[config.mk]
export PLATFORM = sky130hd
export DESIGN_NAME = spi_bus_initiator
export DESIGN_NICKNAME = d
export VERILOG_FILES = /design/src/rtl/spi_bus_initiator.sv
export SDC_FILE = /design/constraint.sdc
export NUM_CORES = 1
export LEC_CHECK = 0
export BUFFER_PORTS_ARGS = -buffer_cell sky130_fd_sc_hd__buf_2
export CAP_MARGIN = 15
export CORE_ASPECT_RATIO = 0.75
export CORE_MARGIN = 5
export CORE_UTILIZATION = 50
export DETAILED_ROUTE_END_ITERATION = 6
export PLACE_DENSITY = 0.76
export RECOVER_POWER = 50
export SETUP_SLACK_MARGIN = 0.4
export SLEW_MARGIN = 20
export SYNTH_ARGS = -nofsm -noshare
export SYNTH_HDL_FRONTEND = slang
export SYNTH_SLANG_ARGS = --single-unit
[constraint.sdc]
create_clock -name i_sys_clk -period 1.9 [get_ports i_sys_clk]
set_clock_uncertainty 0.1 [all_clocks]
set_input_delay 0.285 -clock i_sys_clk [delete_from_list [all_inputs] [get_ports i_sys_clk]]
set_output_delay 0.285 -clock i_sys_clk [all_outputs]
set_load 0.01 [all_outputs]
[src/rtl/spi_bus_initiator.sv]
// SPI mode-0 slave front end. Oversamples the host SPI pins on the system
// clock, decodes a two-byte frame {rw, msel[1:0], ioc[4:0]} + data, and
// issues exactly one fetch or load strobe to one of four register modules.
// Read data for the selected module is returned on MISO during byte 1.
//
// Handshake: o_fetch_cmd / o_load_cmd are single-cycle strobes; o_cs, o_ioc
// (and o_data_out for loads) are already stable in the cycle the strobe is
// high and stay stable for that whole cycle. There is no back-pressure.
module spi_bus_initiator #(
  parameter int SYNC_STAGES = 2
) (
  input  logic        i_sys_clk,
  input  logic        i_reset,
  input  logic        i_spi_sck,
  input  logic        i_spi_mosi,
  input  logic        i_spi_cs_n,
  output logic        o_spi_miso,
  output logic [4:0]  o_ioc,
  output logic [7:0]  o_data_out,
  output logic [3:0]  o_cs,
  output logic        o_fetch_cmd,
  output logic        o_load_cmd,
  input  logic [31:0] i_data_in
);

  typedef enum logic [2:0] {
    ST_IDLE    = 3'd0,
    ST_CMD     = 3'd1,
    ST_FETCH   = 3'd2,
    ST_WAIT    = 3'd3,
    ST_CAPTURE = 3'd4,
    ST_DATA    = 3'd5,
    ST_LOAD    = 3'd6,
    ST_DONE    = 3'd7
  } state_t;

  state_t state;

  // Synchroniser chains; the last stage is the synchronised sample.
  logic [SYNC_STAGES-1:0] sck_sr;
  logic [SYNC_STAGES-1:0] mosi_sr;
  logic [SYNC_STAGES-1:0] cs_sr;
  logic                   sck_prev;
  logic                   cs_prev;
  // Fills with ones after reset; once full, sync and prev hold real pin
  // samples rather than reset values, so a CS_n held low through reset is
  // never mistaken for a fresh falling edge.
  logic [SYNC_STAGES:0]   valid_sr;

  logic sck_sync;
  logic mosi_sync;
  logic cs_sync;
  logic sync_ok;
  logic sck_rise;
  logic sck_fall;
  logic cs_fall;

  assign sck_sync  = sck_sr[SYNC_STAGES-1];
  assign mosi_sync = mosi_sr[SYNC_STAGES-1];
  assign cs_sync   = cs_sr[SYNC_STAGES-1];
  assign sync_ok   = valid_sr[SYNC_STAGES];
  assign sck_rise  = sck_sync & ~sck_prev;
  assign sck_fall  = ~sck_sync & sck_prev;
  assign cs_fall   = sync_ok & cs_prev & ~cs_sync;

  // Frame datapath registers
  logic [6:0] rx_shift;
  logic [6:0] tx_shift;
  logic [3:0] bit_cnt;
  logic       rw;
  logic [1:0] msel;
  logic       skip_fall;

  logic [7:0] rx_next;
  logic [7:0] rd_byte;

  assign rx_next = {rx_shift, mosi_sync};
  assign rd_byte = i_data_in[{msel, 3'b000} +: 8];

  // Pin synchronisers and edge-detect history
  always_ff @(posedge i_sys_clk) begin
    if (i_reset) begin
      sck_sr   <= '0;
      mosi_sr  <= '0;
      cs_sr    <= '1;
      sck_prev <= 1'b0;
      cs_prev  <= 1'b1;
      valid_sr <= '0;
    end else begin
      sck_sr   <= {sck_sr[SYNC_STAGES-2:0], i_spi_sck};
      mosi_sr  <= {mosi_sr[SYNC_STAGES-2:0], i_spi_mosi};
      cs_sr    <= {cs_sr[SYNC_STAGES-2:0], i_spi_cs_n};
      sck_prev <= sck_sync;
      cs_prev  <= cs_sync;
      valid_sr <= {valid_sr[SYNC_STAGES-1:0], 1'b1};
    end
  end

  // Frame FSM with registered bus strobes, selects and MISO
  always_ff @(posedge i_sys_clk) begin
    if (i_reset) begin
      state       <= ST_IDLE;
      o_spi_miso  <= 1'b0;
      o_ioc       <= '0;
      o_data_out  <= '0;
      o_cs        <= '0;
      o_fetch_cmd <= 1'b0;
      o_load_cmd  <= 1'b0;
      rx_shift    <= '0;
      tx_shift    <= '0;
      bit_cnt     <= '0;
      rw          <= 1'b0;
      msel        <= '0;
      skip_fall   <= 1'b0;
    end else begin
      o_fetch_cmd <= 1'b0;
      o_load_cmd  <= 1'b0;
      case (state)
        ST_IDLE: begin
          bit_cnt    <= '0;
          o_cs       <= '0;
          o_spi_miso <= 1'b0;
          skip_fall  <= 1'b0;
          if (cs_fall) begin
            rx_shift <= '0;
            state    <= ST_CMD;
          end
        end

        ST_CMD: begin
          if (cs_sync) begin
            state      <= ST_IDLE;
            o_cs       <= '0;
            bit_cnt    <= '0;
            o_spi_miso <= 1'b0;
          end else if (sck_rise) begin
            rx_shift <= rx_next[6:0];
            bit_cnt  <= bit_cnt + 4'd1;
            if (bit_cnt == 4'd7) begin
              o_ioc     <= rx_next[4:0];
              o_cs      <= 4'b0001 << rx_next[6:5];
              msel      <= rx_next[6:5];
              rw        <= rx_next[7];
              skip_fall <= 1'b1;
              if (rx_next[7]) begin
                o_fetch_cmd <= 1'b1;
                state       <= ST_FETCH;
              end else begin
                state <= ST_DATA;
              end
            end
          end
        end

        ST_FETCH, ST_WAIT: begin
          if (cs_sync) begin
            state      <= ST_IDLE;
            o_cs       <= '0;
            bit_cnt    <= '0;
            o_spi_miso <= 1'b0;
          end else begin
            state <= (state == ST_FETCH) ? ST_WAIT : ST_CAPTURE;
          end
        end

        ST_CAPTURE: begin
          if (cs_sync) begin
            state      <= ST_IDLE;
            o_cs       <= '0;
            bit_cnt    <= '0;
            o_spi_miso <= 1'b0;
          end else begin
            tx_shift   <= rd_byte[6:0];
            o_spi_miso <= rd_byte[7];
            state      <= ST_DATA;
          end
        end

        ST_DATA: begin
          if (cs_sync) begin
            state      <= ST_IDLE;
            o_cs       <= '0;
            bit_cnt    <= '0;
            o_spi_miso <= 1'b0;
          end else begin
            if (sck_rise) begin
              rx_shift <= rx_next[6:0];
              bit_cnt  <= bit_cnt + 4'd1;
              if (bit_cnt == 4'd15) begin
                o_spi_miso <= 1'b0;
                if (rw) begin
                  state <= ST_DONE;
                end else begin
                  o_data_out <= rx_next;
                  o_load_cmd <= 1'b1;
                  state      <= ST_LOAD;
                end
              end
            end
            // The fall right after the command byte belongs to bit 7,
            // which was already presented by CAPTURE.
            if (sck_fall) begin
              if (skip_fall) begin
                skip_fall <= 1'b0;
              end else if (rw) begin
                o_spi_miso <= tx_shift[6];
                tx_shift   <= {tx_shift[5:0], 1'b0};
              end
            end
          end
        end

        ST_LOAD: begin
          o_spi_miso <= 1'b0;
          state      <= ST_DONE;
        end

        ST_DONE: begin
          o_spi_miso <= 1'b0;
          if (cs_sync) begin
            state   <= ST_IDLE;
            o_cs    <= '0;
            bit_cnt <= '0;
          end
        end

        default: begin
          state <= ST_IDLE;
        end
      endcase
    end
  end

endmodule

==> results of run 1 <==
power by group through the flow:
| stage | Clock (uW) | Sequential [uW] | Combinational [uW] |
|---|---|---|---|
| 2_1_floorplan | 0 | 1210 | 53.7 |
| 4_1_cts | 808 | 1190 | 114 |
| 3_5_place_dp | 0 | 1220 | 105 |
| 5_1_grt | 870 | 1190 | 127 |
| 6_report | 802 | 1190 | 117 |
| 3_3_place_gp | 0 | 1220 | 102 |
logic make-up (layout without fill, tap and decap cells):
logic type	after synthesis	in the layout	share of synthesized area
mux	35	35	0.176
simple gates	90	90	0.191
fa+ha+maj	1	1	0.00485
compound gates	57	57	0.141
buf+inv	27	118	0.0490
xor+xnor	1	1	0.00340
flops	56	56	0.435
worst register-to-register path, delay by kind of cell, from the launching register on:
kind	cells	cell delay, ps
flip-flops	1	380
buffers and inverters	1	180
multiplexers	1	210
AND/OR/NAND/NOR	3	800
final cells by class:
cell class / count / area (um2)
well taps: 60 / 75.1
clock buffers: 6 / 72.6
inverters: 9 / 35.0
clock inverters: 2 / 38.8
multi-input cells: 184 / 1560
fillers: 360 / 1360
flip-flops and latches: 56 / 1140
repair buffers: 101 / 672
layer usage:
metal | track usage | part of all wire | vias up
li1 | - | - | 1144
met1 | 0.284 | 0.43 | 1152
met2 | 0.338 | 0.47 | 124
met3 | 0.0466 | 0.067 | 27
met4 | 0.0650 | 0.032 | 0
met5 | 0 | 0 | -
state kept, by name (all words and copies together), names as in the netlist, 3 cells and up:
name,count
o_data_out,8
rx_shift,7
tx_shift,7
o_ioc,5
bit_cnt,4
o_cs,4
state,3
valid_sr,3
final timing paths:
path         startpoint       end  slack (ps)  cells after the start
max            cs_sr[1]        rw         130                      5
min          i_spi_cs_n  cs_sr[0]          60                      2
max reg2reg    cs_sr[1]        rw         130                      5
min reg2reg    cs_sr[0]  cs_sr[1]         320                      1
stage by stage:
stage / hold WS (ps) / instance area, um2 / utilization / std cells
final: 55.3 / 3590 / 0.725 / 418
after global routing: 44.7 / 3590 / 0.725 / 418
after CTS: 47.8 / 3420 / 0.690 / 409
after detailed placement: 301 / 2990 / 0.604 / 383
after global placement: 297 / 2990 / 0.604 / 383
after floorplan: 289 / 2600 / - / 267
what timing repair did:
action                     in CTS  in global routing
setup endpoints to repair      42                 44
setup buffers                  16                  8
gates cloned                    2                  1
resized for setup              48                 33
pin swaps                       9                 16
cells in the mapped netlist (7+ instances only):
| master | count |
|---|---|
| nand2_1 | 12 |
| mux4_2 | 8 |
| inv_1 | 9 |
| nor2b_1 | 12 |
| nand3_1 | 7 |
| mux2i_1 | 25 |
| dfxtp_1 | 56 |
| clkbuf_1 | 9 |
| a21oi_1 | 18 |
| o21ai_0 | 15 |
| nor2_1 | 28 |
==> impl_metrics.tcl, run 1 <==
set metrics [dict create \
    cts_hold_buffers 0 \
    cts.sinks 56 \
    grt_max_degree 18 \
    final_common_cell "dfxtp_1" \
    grt_pass1_wl_mm 11.2 \
    start_kind "flop" \
    core_area_um2 4950 \
    die_area_um2 6710 \
    path_cells "or4b_4 > nor3_4 > buf_6 > mux2i_1 > nor2_1" \
    final_nets 395 \
    ir_worst_vdd_mv 0.671 \
    clk_latency_ps 320 \
    synthCells 267 \
    first_global_vias 2301 \
    p_sw_frac 0.220 \
    htreeDepth 2 \
    cp.required_ps 1990 \
    period_needed_ps 1770 \
    synth_top_cell_by_area "dfxtp_1" \
    yosys_warnings 0 \
    total_power_uw 2110 \
    first_iter_violations 301 \
    maxCapViolCount 0 \
    numCtsBuffers 5 \
    max_freq_ghz 0.564 \
    p_seq_frac 0.564 \
    report.final.hold_viol_count 0 \
    area_delta_synth_final_pct 39.3 \
    antenna_left 0 \
    synth_top_area_share 0.435 \
    synth_fp_nets 305 \
    vias 2447 \
    placementRows 22 \
    antennaDiodeCount 0 \
    start_util 0.520 \
    ys_types 49 \
    antenna_found_initial 0 \
    min_path_type "input pin to flop" \
    die_w_um 92.9 \
    viasPerCell 5.85 \
    fp.dieH_um 72.2 \
    clockBufferDepth 2 \
    ys_ff_latch 56 \
    p_clk_frac 0.381 \
    slew_violations 0 \
    root_buffer "clkbuf_8" \
    status "complete, no violations" \
    grt_overflow 0 \
    rsz0062_at_grt "yes" \
    power.leakage_uw 0.00153 \
    syn_area_per_cell_um2 9.65 \
    net-switching-power_uw 463 \
    worst_slew_pin_slew_ps 571 \
    critPathSlowestCell "or4b_4" \
    hpwlAfterDp_mm 4.50 \
    worst-path-buf-inv 1 \
    cp.arrival_ps 1860 \
    crit_path_max_incr_delay_ps 530 \
    fin_crit_sh 0.934 \
    routed_wirelength_mm 7.65 \
    cts_tree "built" \
    endpoint_kind "flop" \
    setup_ws_ps 126 \
    ios 57 \
    crit_family "simple AND/OR/NAND/NOR gates" \
    gp_congestion 0.973 \
    crit_path_max_fanout 5 \
    first_pass_iters 7 \
    drc 0 \
    synth_area_leaders "dfxtp_1 43%, mux2i_1 9.7%, mux4_2 7.0%" \
    synth-seq-area-share 0.435 \
    ys_async_sr_fraction 0 \
    relSlewSlack 0.620 \
    synth_ff_type "dfxtp_1" \
    clk_pin_slew_worst_paths_ps 100 \
    avgRoutedWirePerCell_um 18.3 \
    drive_above_1_share 0.399 \
    power_density_nw_per_um2 587 \
    intPower_uw 1640 \
    setup_violations 0 \
    mostFrequentLayoutCells "48 x dfxtp_1, 35 x buf_2, 26 x nor2_1, 26 x buf_4" \
    critPathKind "flop to flop" \
    combPwrFrac 0.056 \
    synth_edf_count 0 \
    place.port_buffers 56 \
    grt_usage 0.210 \
    synthesis.area_um2 2580 \
    post-place-ws_ps 148 \
    setup_tns_ps 0 \
]
(Power assumes the default switching activity.)
==> inputs of run 2 (changes only) <==
--- a/config.mk
+++ b/config.mk
@@ -11,6 +11,7 @@
 export CORE_MARGIN = 5
 export CORE_UTILIZATION = 50
 export DETAILED_ROUTE_END_ITERATION = 6
+export HOLD_SLACK_MARGIN = 0.06
 export PLACE_DENSITY = 0.76
 export RECOVER_POWER = 50
 export SETUP_SLACK_MARGIN = 0.4
==> run 2 against run 1 <==
Effect of this change:
- clock power hardly changed
- cell area is 0.28% higher
- fmax fell by 0.52%
- critical path depth unchanged
==> impl_metrics.tcl, run 2 (synthesis results as in run 1) <==
set metrics [dict create \
    ff2ff_path_depth 5 \
    root_buffer "clkbuf_8" \
    worst_slew_pin_slew_ps 575 \
    crit_family "simple AND/OR/NAND/NOR gates" \
    htreeDepth 2 \
    mostFrequentLayoutCells "48 x dfxtp_1, 35 x buf_2, 26 x nor2_1, 26 x buf_4" \
    ir_worst_vdd_mv 0.674 \
    grt_overflow 0 \
    grt_max_degree 18 \
    routed_wirelength_mm 7.64 \
    first_iter_violations 309 \
    place.port_buffers 56 \
    min_from "i_spi_sck" \
    vias 2468 \
    setup_violations 0 \
    period_needed_ps 1780 \
    fin_crit_sh 0.939 \
    critPathKind "flop to flop" \
    largest_reg_flops 8 \
    viasPerCell 5.89 \
    relSlewSlack 0.616 \
    path_cells "or4b_4 > nor3_4 > buf_6 > mux2i_1 > nor2_1" \
    final_nets 396 \
    biggestRegsByFlops "o_data_out: 8 flops, rx_shift: 7 flops, tx_shift: 7 flops" \
    start_kind "flop" \
    cts.sinks 56 \
    drive_above_1_share 0.398 \
    status "complete, no violations" \
    design_area_um2 3600 \
    avgRoutedWirePerCell_um 18.2 \
    cts_tree "built" \
    r2r_slack_ps 120 \
    area_delta_synth_final_pct 39.7 \
    whs_path_depth 2 \
    die_area_um2 6710 \
    grt_pass1_wl_mm 11.2 \
    ios 57 \
    total_power_uw 2110 \
    worst-path-buf-inv 1 \
    final_common_cell "dfxtp_1" \
    crit_path_max_fanout 5 \
    antennaDiodeCount 0 \
    rsz0062_at_grt "yes" \
    power_density_nw_per_um2 586 \
    start_util 0.520 \
    maxCapViolCount 0 \
    core_area_um2 4950 \
    hpwlAfterDp_mm 4.50 \
    min_path_type "input pin to flop" \
    grt_usage 0.209 \
    clk_latency_ps 320 \
    crit_path_max_incr_delay_ps 530 \
    gp_congestion 0.973 \
    holdPathEnd "sck_sr[0]" \
    numCtsBuffers 5 \
    slew_violations 0 \
    clk_pin_slew_worst_paths_ps 100 \
    first_global_vias 2295 \
    endpoint_kind "flop" \
    first_pass_iters 5 \
    drc 0 \
    whs_ps 78.1 \
    cp.required_ps 1990 \
    worstReg2RegEnd "rw" \
    die_w_um 92.9 \
    fin_util 0.727 \
    power.leakage_uw 0.00153 \
    regMostFlops "o_data_out" \
    max_freq_ghz 0.561 \
    placed_area_um2 2990 \
    critPathSlowestCell "or4b_4" \
    fp.dieH_um 72.2 \
    setup_tns_ps 0 \
    cp.arrival_ps 1870 \
    antenna_found_initial 0 \
    placementRows 22 \
    clockBufferDepth 2 \
    antenna_left 0 \
    rr_startpoint "cs_sr[1]" \
    report.final.hold_viol_count 0 \
]
## run 2: cell types whose count changed in the layout (fill, tap and decap cells not counted), sizes merged
| cell | before | now |
|---|---|---|
| dlygate4sd3 | 0 | 1 |
## run 2: cell type report
class                      instances  area, um2
clock buffer                       6       72.6
clock inverter                     2       38.8
fill                             359       1350
inverter                           9       35.0
multi-input combinational        184       1560
sequential                        56       1140
tap                               60       75.1
timing repair buffer             102        682
## run 2: worst max path at each step
stage / startpoint / endpoint / slack, ps / cells past startpoint
after global placement: cs_sr[1] / rx_shift[5] / 190 / 4
after global routing: state[1] / state[1] / 40 / 7
after CTS: state[2] / o_ioc[1] / 210 / 5
final: cs_sr[1] / rw / 120 / 5
after detailed placement: state[2] / rx_shift[5] / 150 / 5
after floorplan: state[2] / msel[0] / 200 / 6
## run 2: what timing repair did
item | in CTS | in global routing
hold endpoints to repair | 1 | 0
pin swaps | 9 | 16
gates resized for setup | 48 | 33
cloned | 2 | 1
hold buffers | 1 | 0
setup buffers | 16 | 8
setup endpoints to repair | 42 | 44
## run 2: metal layers
metal / vias to the layer above / track usage / part of all wire
met3: 25 / 0.0466 / 0.074
met4: 0 / 0.0650 / 0.026
met5: - / 0 / 0
li1: 1145 / - / -
met1: 1168 / 0.283 / 0.42
met2: 130 / 0.338 / 0.48
## run 2: worst reg2reg max path, cell delays in order, from the launching register on
cell and delay, ps:
dfxtp_1 380, or4b_4 530, nor3_4 210, buf_6 180, mux2i_1 210, nor2_1 60
## run 2: through the flow
stage / cells / setup WS, ps
after floorplan: 267 / 198
after global placement: 383 / 189
after detailed placement: 383 / 148
after CTS: 410 / 207
after global routing: 419 / 37.9
final: 419 / 117
## run 2: report_power, final
part           total (uW)  switching, uW  internal [uW]  leakage [uW]
Combinational         118           53.2           65.1       0.00102
Clock                 802            403            399     0.0000558
Sequential           1190           6.99           1180      0.000458
==> inputs of run 3 (changes only) <==
--- a/config.mk
+++ b/config.mk
@@ -7,12 +7,14 @@
 export LEC_CHECK = 0
 export BUFFER_PORTS_ARGS = -buffer_cell sky130_fd_sc_hd__buf_2
 export CAP_MARGIN = 15
+export CELL_PAD_IN_SITES_DETAIL_PLACEMENT = 1
+export CELL_PAD_IN_SITES_GLOBAL_PLACEMENT = 2
 export CORE_ASPECT_RATIO = 0.75
 export CORE_MARGIN = 5
-export CORE_UTILIZATION = 50
+export CORE_UTILIZATION = 33
 export DETAILED_ROUTE_END_ITERATION = 6
 export HOLD_SLACK_MARGIN = 0.06
-export PLACE_DENSITY = 0.76
+export PLACE_DENSITY = 0.81
 export RECOVER_POWER = 50
 export SETUP_SLACK_MARGIN = 0.4
 export SLEW_MARGIN = 20
==> run 3 against run 2 <==
Effect of this change:
- die area increased by 45%
- flip-flop and latch count unchanged
- count of clock-buffer cells in the layout decreased by 1
- critical path depth unchanged
- first-iteration DRC count decreased by 61%
- sequential power about the same
- critical endpoint is now msel[0]
- largest power group unchanged
- largest cell class unchanged
- global-route usage decreased by 3.7 points
==> impl_metrics.tcl, run 3 (synthesis results as in run 1) <==
set metrics [dict create \
    fin_cells 455 \
    r2r_slack_ps 120 \
    grt_util_met1 0.234 \
    largest_reg_flops 8 \
    max_freq_ghz 0.561 \
    rr_startpoint "cs_sr[1]" \
    multi_input_area_um2 1530 \
    drive_above_1_share 0.381 \
    min_path_type "input pin to flop" \
    hpwlAfterDp_mm 5.72 \
    cts_tree "built" \
    gr-usage-met3 0.0314 \
    area_delta_synth_final_pct 36.1 \
    grt_max_degree 19 \
    core_area_um2 7470 \
    ios 57 \
    report.final.hold_viol_count 0 \
    drc 0 \
    final_nets 391 \
    first_global_vias 2581 \
    status "complete, no violations" \
    htreeDepth 2 \
    mostFrequentLayoutCells "47 x dfxtp_1, 35 x buf_2, 26 x nor2_1, 26 x clkbuf_1, 24 x buf_4" \
    clockBufferDepth 2 \
    cp.required_ps 1990 \
    gp_congestion 0.882 \
    setup_violations 0 \
    antenna_left 0 \
    slew_violations 0 \
    cp.arrival_ps 1880 \
    clk_latency_ps 310 \
    met2_usage 0.294 \
    grt_pass1_wl_mm 13.6 \
    grt-busiest-layer "met2" \
    relSlewSlack 0.538 \
    ff2ff_path_depth 5 \
    cts.sinks 56 \
    ir_worst_vdd_mv 0.310 \
    fin_crit_sh 0.939 \
    crit_family "simple AND/OR/NAND/NOR gates" \
    setup_ws_ps 116 \
    clk_pin_slew_worst_paths_ps 100 \
    start_util 0.345 \
    path_depth 5 \
    viasPerCell 5.18 \
    critPathSlowestCell "or4b_4" \
    period_needed_ps 1780 \
    die_area_um2 9700 \
    antennaDiodeCount 0 \
    critPathKind "flop to flop" \
    final_common_cell "dfxtp_1" \
    die_w_um 112 \
    worst_slew_pin_slew_ps 693 \
    maxCapViolCount 0 \
    biggestRegsByFlops "o_data_out: 8 flops, rx_shift: 7 flops, tx_shift: 7 flops" \
    power_density_nw_per_um2 568 \
    post-place-ws_ps 154 \
    start_kind "flop" \
    grt_overflow 0 \
    placed_cells 427 \
    crit_path_max_fanout 4 \
    placementRows 27 \
    grt_usage 0.173 \
    endpoint_kind "flop" \
    first_iter_violations 120 \
    numCtsBuffers 5 \
    root_buffer "clkbuf_8" \
    path_cells "or4b_4 > nor3_4 > buf_4 > mux2i_2 > nor2_1" \
    crit_end "msel[0]" \
    nFillCells 871 \
    setup_tns_ps 0 \
    whs_ps 76.8 \
    crit_path_max_incr_delay_ps 540 \
    avgRoutedWirePerCell_um 18.0 \
    vias 2359 \
    rsz0062_at_grt "yes" \
    routed_wirelength_mm 8.21 \
    power.leakage_uw 0.00142 \
    place.port_buffers 56 \
    antenna_found_initial 0 \
    fp.dieH_um 86.5 \
    crit_path_start "cs_sr[1]" \
    first_pass_iters 4 \
    worstReg2RegEnd "msel[0]" \
    regMostFlops "o_data_out" \
    worst-path-buf-inv 1 \
    register_area_um2 1140 \
]
## run 3: cell count changes in the layout (fill, tap and decap cells not counted), moves of 2 or more
cell,change
mux2i_1,-3
clkbuf_1,+2
a21oi_1,+3
o21ai_1,-6
buf_6,-2
mux2i_2,+3
clkinvlp_4,+2
o21ai_0,+5
buf_4,-2
a21oi_2,-3
## run 3: worst min-delay path by stage
stage / startpoint / to / slack (ps) / cells past startpoint
finish: i_spi_sck / sck_sr[0] / 80 / 2
global route: i_spi_sck / sck_sr[0] / 90 / 2
CTS: i_spi_sck / sck_sr[0] / 70 / 2
detailed placement: cs_sr[0] / cs_sr[1] / 320 / 1
global placement: cs_sr[0] / cs_sr[1] / 300 / 1
floorplan: i_spi_cs_n / cs_sr[0] / 290 / 1
## run 3: routing by layer
layer  up-vias  routed length [um]
met3        10                 259
met2        36                3850
li1       1134                   -
met5         -                   0
met1      1179                4030
met4         0                  70
## run 3: power breakdown
group | internal [uW] | total, uW | switching (uW)
Clock | 263 | 686 | 422
Sequential | 1180 | 1190 | 8.38
Combinational | 62.3 | 116 | 53.8
Total | 1510 | 1990 | 485
## run 3: metrics by stage
stage,area [um2],power [uW],util
floorplan,2600,1270,-
global placement,3070,1320,0.411
finish,3510,1990,0.470
CTS,3420,2010,0.458
global route,3510,2080,0.470
detailed placement,3070,1330,0.411
## run 3: final cells by class
cell class                 count  area share
multi-input combinational    184       0.435
clock buffer                   5      0.0196
timing repair buffer          97       0.168
sequential                    56       0.324
tap                          101      0.0360
inverter                       9      0.0107
clock inverter                 3     0.00606
## run 3: timing repair
action,in CTS,in global routing
cloned,0,1
hold buffers,1,0
hold endpoints to repair,1,0
pin swaps,11,6
endpoints found under the setup margin,44,43
setup buffers,11,7
resized for setup,45,20
